<file path="config.mk">
export PLATFORM = sky130hd
export DESIGN_NAME = vram_port_arb
export DESIGN_NICKNAME = d
export VERILOG_FILES = /design/src/rtl/vram_arb_pkg.sv /design/src/rtl/vram_port_arb.sv
export SDC_FILE = /design/constraint.sdc
export NUM_CORES = 1
export LEC_CHECK = 0
export BUFFER_PORTS_ARGS = -buffer_cell sky130_fd_sc_hd__buf_4
export CAP_MARGIN = 20
export CORE_MARGIN = 2
export CORE_UTILIZATION = 40
export DETAILED_ROUTE_END_ITERATION = 12
export PLACE_DENSITY = 0.68
export SETUP_SLACK_MARGIN = 0.3
export SLEW_MARGIN = 0
export SYNTH_ARGS = -nofsm -noshare
export SYNTH_HDL_FRONTEND = slang
export SYNTH_SLANG_ARGS = --single-unit
</file>
<file path="constraint.sdc">
create_clock -name clock -period 1.9 [get_ports clock]
set_input_delay 0.095 -clock clock [delete_from_list [all_inputs] [get_ports clock]]
set_output_delay 0.095 -clock clock [all_outputs]
set_load 0.01 [all_outputs]
</file>
<file path="src/rtl/vram_arb_pkg.sv">
// Shared types and default sizes for the two-requester VRAM port arbiter.
// VRAM_CLEAR_EN adds the post-reset clear state.
package vram_arb_pkg;

    localparam int ADDR_W_DEF     = 11;
    localparam int DATA_W_DEF     = 8;
    localparam int STARVE_MAX_DEF = 4;

`ifdef VRAM_CLEAR_EN
    typedef enum logic [1:0] {
        ST_IDLE    = 2'd0,
        ST_ISSUE   = 2'd1,
        ST_CAPTURE = 2'd2,
        ST_CLEAR   = 2'd3
    } state_t;
`else
    typedef enum logic [1:0] {
        ST_IDLE    = 2'd0,
        ST_ISSUE   = 2'd1,
        ST_CAPTURE = 2'd2
    } state_t;
`endif

endpackage

</file>
<file path="src/rtl/vram_port_arb.sv">
// Arbitrates a CPU (r0) and a video/DMA (r1) requester onto one registered RAM port; VRAM_CLEAR_EN zero-fills the RAM after reset.
// Latency: request in cycle 0 with the FSM idle -> ack and rdata in cycle 3; at most one access per 3 cycles.
// Backpressure: requesters hold req and fields until ack; r0 has priority unless r1 has lost STARVE_MAX times in a row.
module vram_port_arb
    import vram_arb_pkg::*;
#(
    parameter int ADDR_W     = ADDR_W_DEF,
    parameter int DATA_W     = DATA_W_DEF,
    parameter int STARVE_MAX = STARVE_MAX_DEF
) (
    input  logic              clock,
    input  logic              reset_n,
    input  logic              r0_req,
    input  logic              r0_we,
    input  logic [ADDR_W-1:0] r0_addr,
    input  logic [DATA_W-1:0] r0_wdata,
    output logic              r0_ack,
    output logic [DATA_W-1:0] r0_rdata,
    input  logic              r1_req,
    input  logic              r1_we,
    input  logic [ADDR_W-1:0] r1_addr,
    input  logic [DATA_W-1:0] r1_wdata,
    output logic              r1_ack,
    output logic [DATA_W-1:0] r1_rdata,
    output logic              ram_en,
    output logic              ram_we,
    output logic [ADDR_W-1:0] ram_addr,
    output logic [DATA_W-1:0] ram_wdata,
    input  logic [DATA_W-1:0] ram_q,
    output logic              busy
);

    localparam int              SC_W   = (STARVE_MAX < 1) ? 1 : $clog2(STARVE_MAX + 1);
    localparam logic [SC_W-1:0] SC_MAX = SC_W'(STARVE_MAX);

`ifdef VRAM_CLEAR_EN
    localparam state_t RST_ST = ST_CLEAR;
    logic [ADDR_W-1:0] clr_addr;
`else
    localparam state_t RST_ST = ST_IDLE;
`endif

    state_t          state, state_nx;
    logic [SC_W-1:0] starve;
    logic            sel;
    logic            r0_pend, r1_pend;
    logic            gnt0, gnt1;

    // A requester is not eligible in its own ack cycle: its req is still the old one.
    assign r0_pend = r0_req & ~r0_ack;
    assign r1_pend = r1_req & ~r1_ack;

    always_ff @(posedge clock or negedge reset_n) begin
        if (!reset_n) state <= RST_ST;
        else          state <= state_nx;
    end

    always_comb begin
        state_nx = state;
        gnt0     = 1'b0;
        gnt1     = 1'b0;
        case (state)
            ST_IDLE: begin
                gnt1 = r1_pend & (~r0_pend | (starve == SC_MAX));
                gnt0 = r0_pend & ~gnt1;
                if (gnt0 | gnt1) state_nx = ST_ISSUE;
            end
            ST_ISSUE:   state_nx = ST_CAPTURE;
            ST_CAPTURE: state_nx = ST_IDLE;
`ifdef VRAM_CLEAR_EN
            ST_CLEAR:   if (clr_addr == '1) state_nx = ST_IDLE;
`endif
            default:    state_nx = ST_IDLE;
        endcase
    end

    always_ff @(posedge clock or negedge reset_n) begin
        if (!reset_n) begin
            ram_en    <= 1'b0;
            ram_we    <= 1'b0;
            ram_addr  <= '0;
            ram_wdata <= '0;
            r0_ack    <= 1'b0;
            r1_ack    <= 1'b0;
            r0_rdata  <= '0;
            r1_rdata  <= '0;
            starve    <= '0;
            sel       <= 1'b0;
        end else begin
            ram_en <= 1'b0;
            r0_ack <= 1'b0;
            r1_ack <= 1'b0;
            if (gnt0 | gnt1) begin
                ram_en    <= 1'b1;
                sel       <= gnt1;
                ram_we    <= gnt1 ? r1_we    : r0_we;
                ram_addr  <= gnt1 ? r1_addr  : r0_addr;
                ram_wdata <= gnt1 ? r1_wdata : r0_wdata;
            end
            if (gnt1)
                starve <= '0;
            else if (gnt0 && r1_pend && starve != SC_MAX)
                starve <= starve + SC_W'(1);
            // ram_q now holds the word sampled at the end of ISSUE.
            if (state == ST_CAPTURE) begin
                if (sel) begin
                    r1_rdata <= ram_q;
                    r1_ack   <= 1'b1;
                end else begin
                    r0_rdata <= ram_q;
                    r0_ack   <= 1'b1;
                end
            end
`ifdef VRAM_CLEAR_EN
            if (state == ST_CLEAR) begin
                ram_en    <= 1'b1;
                ram_we    <= 1'b1;
                ram_addr  <= clr_addr;
                ram_wdata <= '0;
            end
`endif
        end
    end

`ifdef VRAM_CLEAR_EN
    always_ff @(posedge clock or negedge reset_n) begin
        if (!reset_n) begin
            clr_addr <= '0;
            busy     <= 1'b0;
        end else if (state == ST_CLEAR) begin
            clr_addr <= clr_addr + ADDR_W'(1);
            busy     <= 1'b1;
        end else begin
            busy     <= 1'b0;
        end
    end
`else
    assign busy = 1'b0;
`endif

endmodule

</file>
==> reports/results.md <==
### Run status
* finished, final reports clean — run status

### CTS
* yes — TritonCTS clock tree
* 2 — Max clock buf depth
* 5 — clock buffers created by TritonCTS
* 0.30 ns — later-pin clock latency in the skew report
* 0.09 ns — clock transition at the register clock pins on the worst setup and hold paths after CTS
* 45 — sink count of the clock tree
* 2 — depth of the CTS H-tree
* sky130_fd_sc_hd__clkbuf_8 — root buf cell

### Power
* 3.04 mW — internal power consumption
* 1.48 nW — reported leakage power
* 0.416 — net switching share of the total power
* 1440 nW/um^2 — power per cell area
* 0.000778 V — Max IR drop VDD
* 0.112 — clock network fraction of design power
* 2.17 mW — Net Switching
* 0.326 — Reg power frac
* 0.562 — share of power burned in combinational logic

### Floorplanning
* 80.2 um — die boundary width
* 6420 um^2 — total die area
* 0.419 — starting utilization of the core area
* 5540 um^2 — core region area
* 27 — num rows
* 92 — Top-Level Pins
* 80.2 um — Die Height

### Global route
* 46 — pin count of the biggest net entering global routing
* 0.347 — grt met2 use
* 0 — antenna violations before repair
* 0.0719 — met3 track utilization from global routing
* 0.242 — GR Util met1
* 2135 — vias in the first global route
* 0 — remaining global-route overflow
* met2 — layer with the highest usage
* 0.205 — GR Util All Layers
* 10300 um — first-pass GRT wire length

### Cells and area
* 0 — Ant. Diodes
* 0.654 — final core utilization
* 0.609 — fraction of final layout cells sized beyond drive strength 1
* 96 x sky130_fd_sc_hd__buf_4, 45 x sky130_fd_sc_hd__dfrtp_1, 26 x sky130_fd_sc_hd__inv_1, 20 x sky130_fd_sc_hd__a2111oi_4, 19 x sky130_fd_sc_hd__a211oi_1 — most used cells in the layout excluding fill and tap cells
* sky130_fd_sc_hd__buf_4 — most common library cell in the layout ignoring fill and taps
* 337 — layout net count
* 56.1% — Area Overhead vs Synth

### Worst setup path
* reg2reg — critical path type
* 2.06 ns — Data required, critical path
* inv_1 -> ha_2 -> and2_4 -> buf_8 -> a2111oi_2 -> a211oi_1 — cell breakdown of the critical path
* 1.74 ns — Arrival @ worst endpoint
* 6 — Worst R2R Path Depth
* 8 — highest fanout seen on the critical path
* flip-flop — CP endpoint kind
* flip-flop — kind of start point of the critical path
* 0.38 ns — biggest cell delay along the critical path
* sky130_fd_sc_hd__a2111oi_2 — critical path's slowest cell

### Logic synthesis
* 0.485 — share of synthesized area occupied by flip-flops and latches
* sky130_fd_sc_hd__dfrtp_1 — most area-hungry cell type in the Yosys netlist
* sky130_fd_sc_hd__dfrtp_1 — top flip-flop cell by instance count after synthesis
* 45 — post-synthesis register bit count
* 247 — Mapped Nets
* sky130_fd_sc_hd__dfrtp_1 49%, sky130_fd_sc_hd__a2111oi_2 12%, sky130_fd_sc_hd__mux2_2 7.8% — leading cell types by total area after synthesis
* 2320 um^2 — area of the mapped netlist
* 0 — EDFF count, synth
* 30 — unique cell type count in the Yosys netlist
* 1.00 — post-synthesis async set-or-reset flop share
* 0 — Warnings, synthesis
* 12.0 um^2 — syn avg cell area
* 0.485 — portion of synthesized cell area occupied by the leading cell type
* 193 — synthesized instance count

### Hold path
* in2reg — min-delay worst type
* 2 — number of stages on the worst hold path

### Routing
* 147 — starting DRC count in detailed routing
* 5.64 — DR vias/cell
* 4 — iteration count of the initial detailed-routing pass
* 0 — DRC violation count after routing
* 2007 — via count
* 6480 um — routed wire length
* 0 — DRT antenna net count
* 18.2 um — Routed wire per std cell

### Place
* 90 — input/output buffers
* 4130 um — HPWL after detailed placement
* 0.762 — final weighted congestion in routability-driven placement

### STA
* 0 — endpoints failing setup
* 0.560 — worst-case headroom to the max-slew limit
* 0 — Slew Limit Fails
* 0.00859 ns — worst clock skew
* yes — RSZ-0062 raised after global routing
* 0.830 — post-route clock period utilization
* 0 ns — summed negative setup slack over all endpoints
* 0.658 ns — actual transition at the worst max-transition pin
* 0 — final hold viol count
* 634 MHz — f_max
* 1.58 ns — minimum period implied by the final worst setup slack

### Run
* 0 — number of maximum-capacitance constraint violations

==> cells by family (layout without fill, tap and decap cells) <==
logic type      count (synthesis)  in the layout  synth area share
simple gates                   14             14            0.0383
mux                            16             16            0.0777
compound gates                 68             68             0.288
fa+ha+maj                       2              2            0.0108
flops                          45             45             0.485
other cells                     1              1           0.00162
buf+inv                        47            138            0.0982
==> power groups by stage <==
stage / Clock, mW / Sequential [mW] / Combinational [mW]
floorplan: 0 / 1.86 / 1.27
global placement: 0 / 1.69 / 2.31
detailed placement: 0 / 1.71 / 2.35
CTS: 0.599 / 1.69 / 2.41
global route: 0.638 / 1.76 / 3.15
finish: 0.582 / 1.70 / 2.93
==> state kept, by name, summed over array words and instances (netlist names) <==
name and cells:
r0_rdata 8, sel 1, state 2, ram_wdata 8, starve 3, ram_we 1, ram_addr 11, ram_en 1
r0_ack 1, r1_rdata 8, r1_ack 1
==> worst paths after layout <==
path | endpoint | slack, ns | startpoint
worst max register to register | ram_addr[6]$_DFFE_PN0P_ | 0.32 | starve[0]$_DFFE_PN0P_
worst min-delay path | r1_rdata[3]$_DFFE_PN0P_ | 0.03 | ram_q[3]
worst min register to register | state[1]$_DFFE_PN0P_ | 0.50 | state[1]$_DFFE_PN0P_
min in group asynchronous | ram_addr[5]$_DFFE_PN0P_ | 0.34 | reset_n
worst max-delay path | ram_addr[6]$_DFFE_PN0P_ | 0.32 | starve[0]$_DFFE_PN0P_
max in group asynchronous | r1_rdata[1]$_DFFE_PN0P_ | 1.16 | reset_n
==> worst max-delay path, delay by kind of cell (launching register included) <==
family / cells / cell delay, ns
compound gates: 2 / 0.47
fa+ha+maj: 1 / 0.20
buf+inv: 2 / 0.22
flops: 1 / 0.36
simple gates: 1 / 0.19
==> Yosys cell counts, types with 2 or more instances <==
cell type and n:
sky130_fd_sc_hd__mux2_2 16, sky130_fd_sc_hd__buf_2 6, sky130_fd_sc_hd__nand2b_1 3, sky130_fd_sc_hd__a2111oi_2 18
sky130_fd_sc_hd__a211oi_1 20, sky130_fd_sc_hd__a2111oi_1 2, sky130_fd_sc_hd__ha_1 2, sky130_fd_sc_hd__clkbuf_2 2
sky130_fd_sc_hd__nand2_1 2, sky130_fd_sc_hd__a2111oi_0 20, sky130_fd_sc_hd__inv_1 26, sky130_fd_sc_hd__clkbuf_1 7
sky130_fd_sc_hd__dfrtp_1 45, sky130_fd_sc_hd__o21ai_0 2, sky130_fd_sc_hd__buf_6 5, sky130_fd_sc_hd__o21ai_1 3
==> metrics by stage <==
step | area [um^2] | cells | setup WS, ns | power (mW) | hold WS (ns)
floorplan | 2320 | 193 | 0.347 | 3.13 | -0.201
global placement | 3030 | 344 | 0.238 | 4.00 | 0.142
detailed placement | 3030 | 344 | 0.197 | 4.06 | 0.136
CTS | 3160 | 354 | 0.288 | 4.70 | 0.0247
global route | 3620 | 356 | 0.217 | 5.55 | 0.0253
finish | 3620 | 356 | 0.322 | 5.20 | 0.0306
==> routing by layer <==
layer  vias up  wire, um
li1        914         -
met1      1014      2620
met2        73      3240
met3         6       532
met4         0        84
met5         -         0
==> what timing repair did <==
item,CTS,global route
endpoints found under the hold margin,45,0
buffers inserted,1,1
gates cloned,0,1
hold buffers,1,0
endpoints found under the setup margin,21,21
resized for setup,8,74
pin swaps,0,0
==> cell type report <==
| class | count | area [um^2] |
|---|---|---|
| repair buffers | 104 | 848 |
| clock buffers | 6 | 72.6 |
| fillers | 437 | 1920 |
| inverters | 26 | 97.6 |
| clock inverters | 2 | 10.0 |
| flip-flops and latches | 45 | 1130 |
| well taps | 72 | 90.1 |
| multi-input cells | 101 | 1380 |
Power figures use the tool's default switching activity.
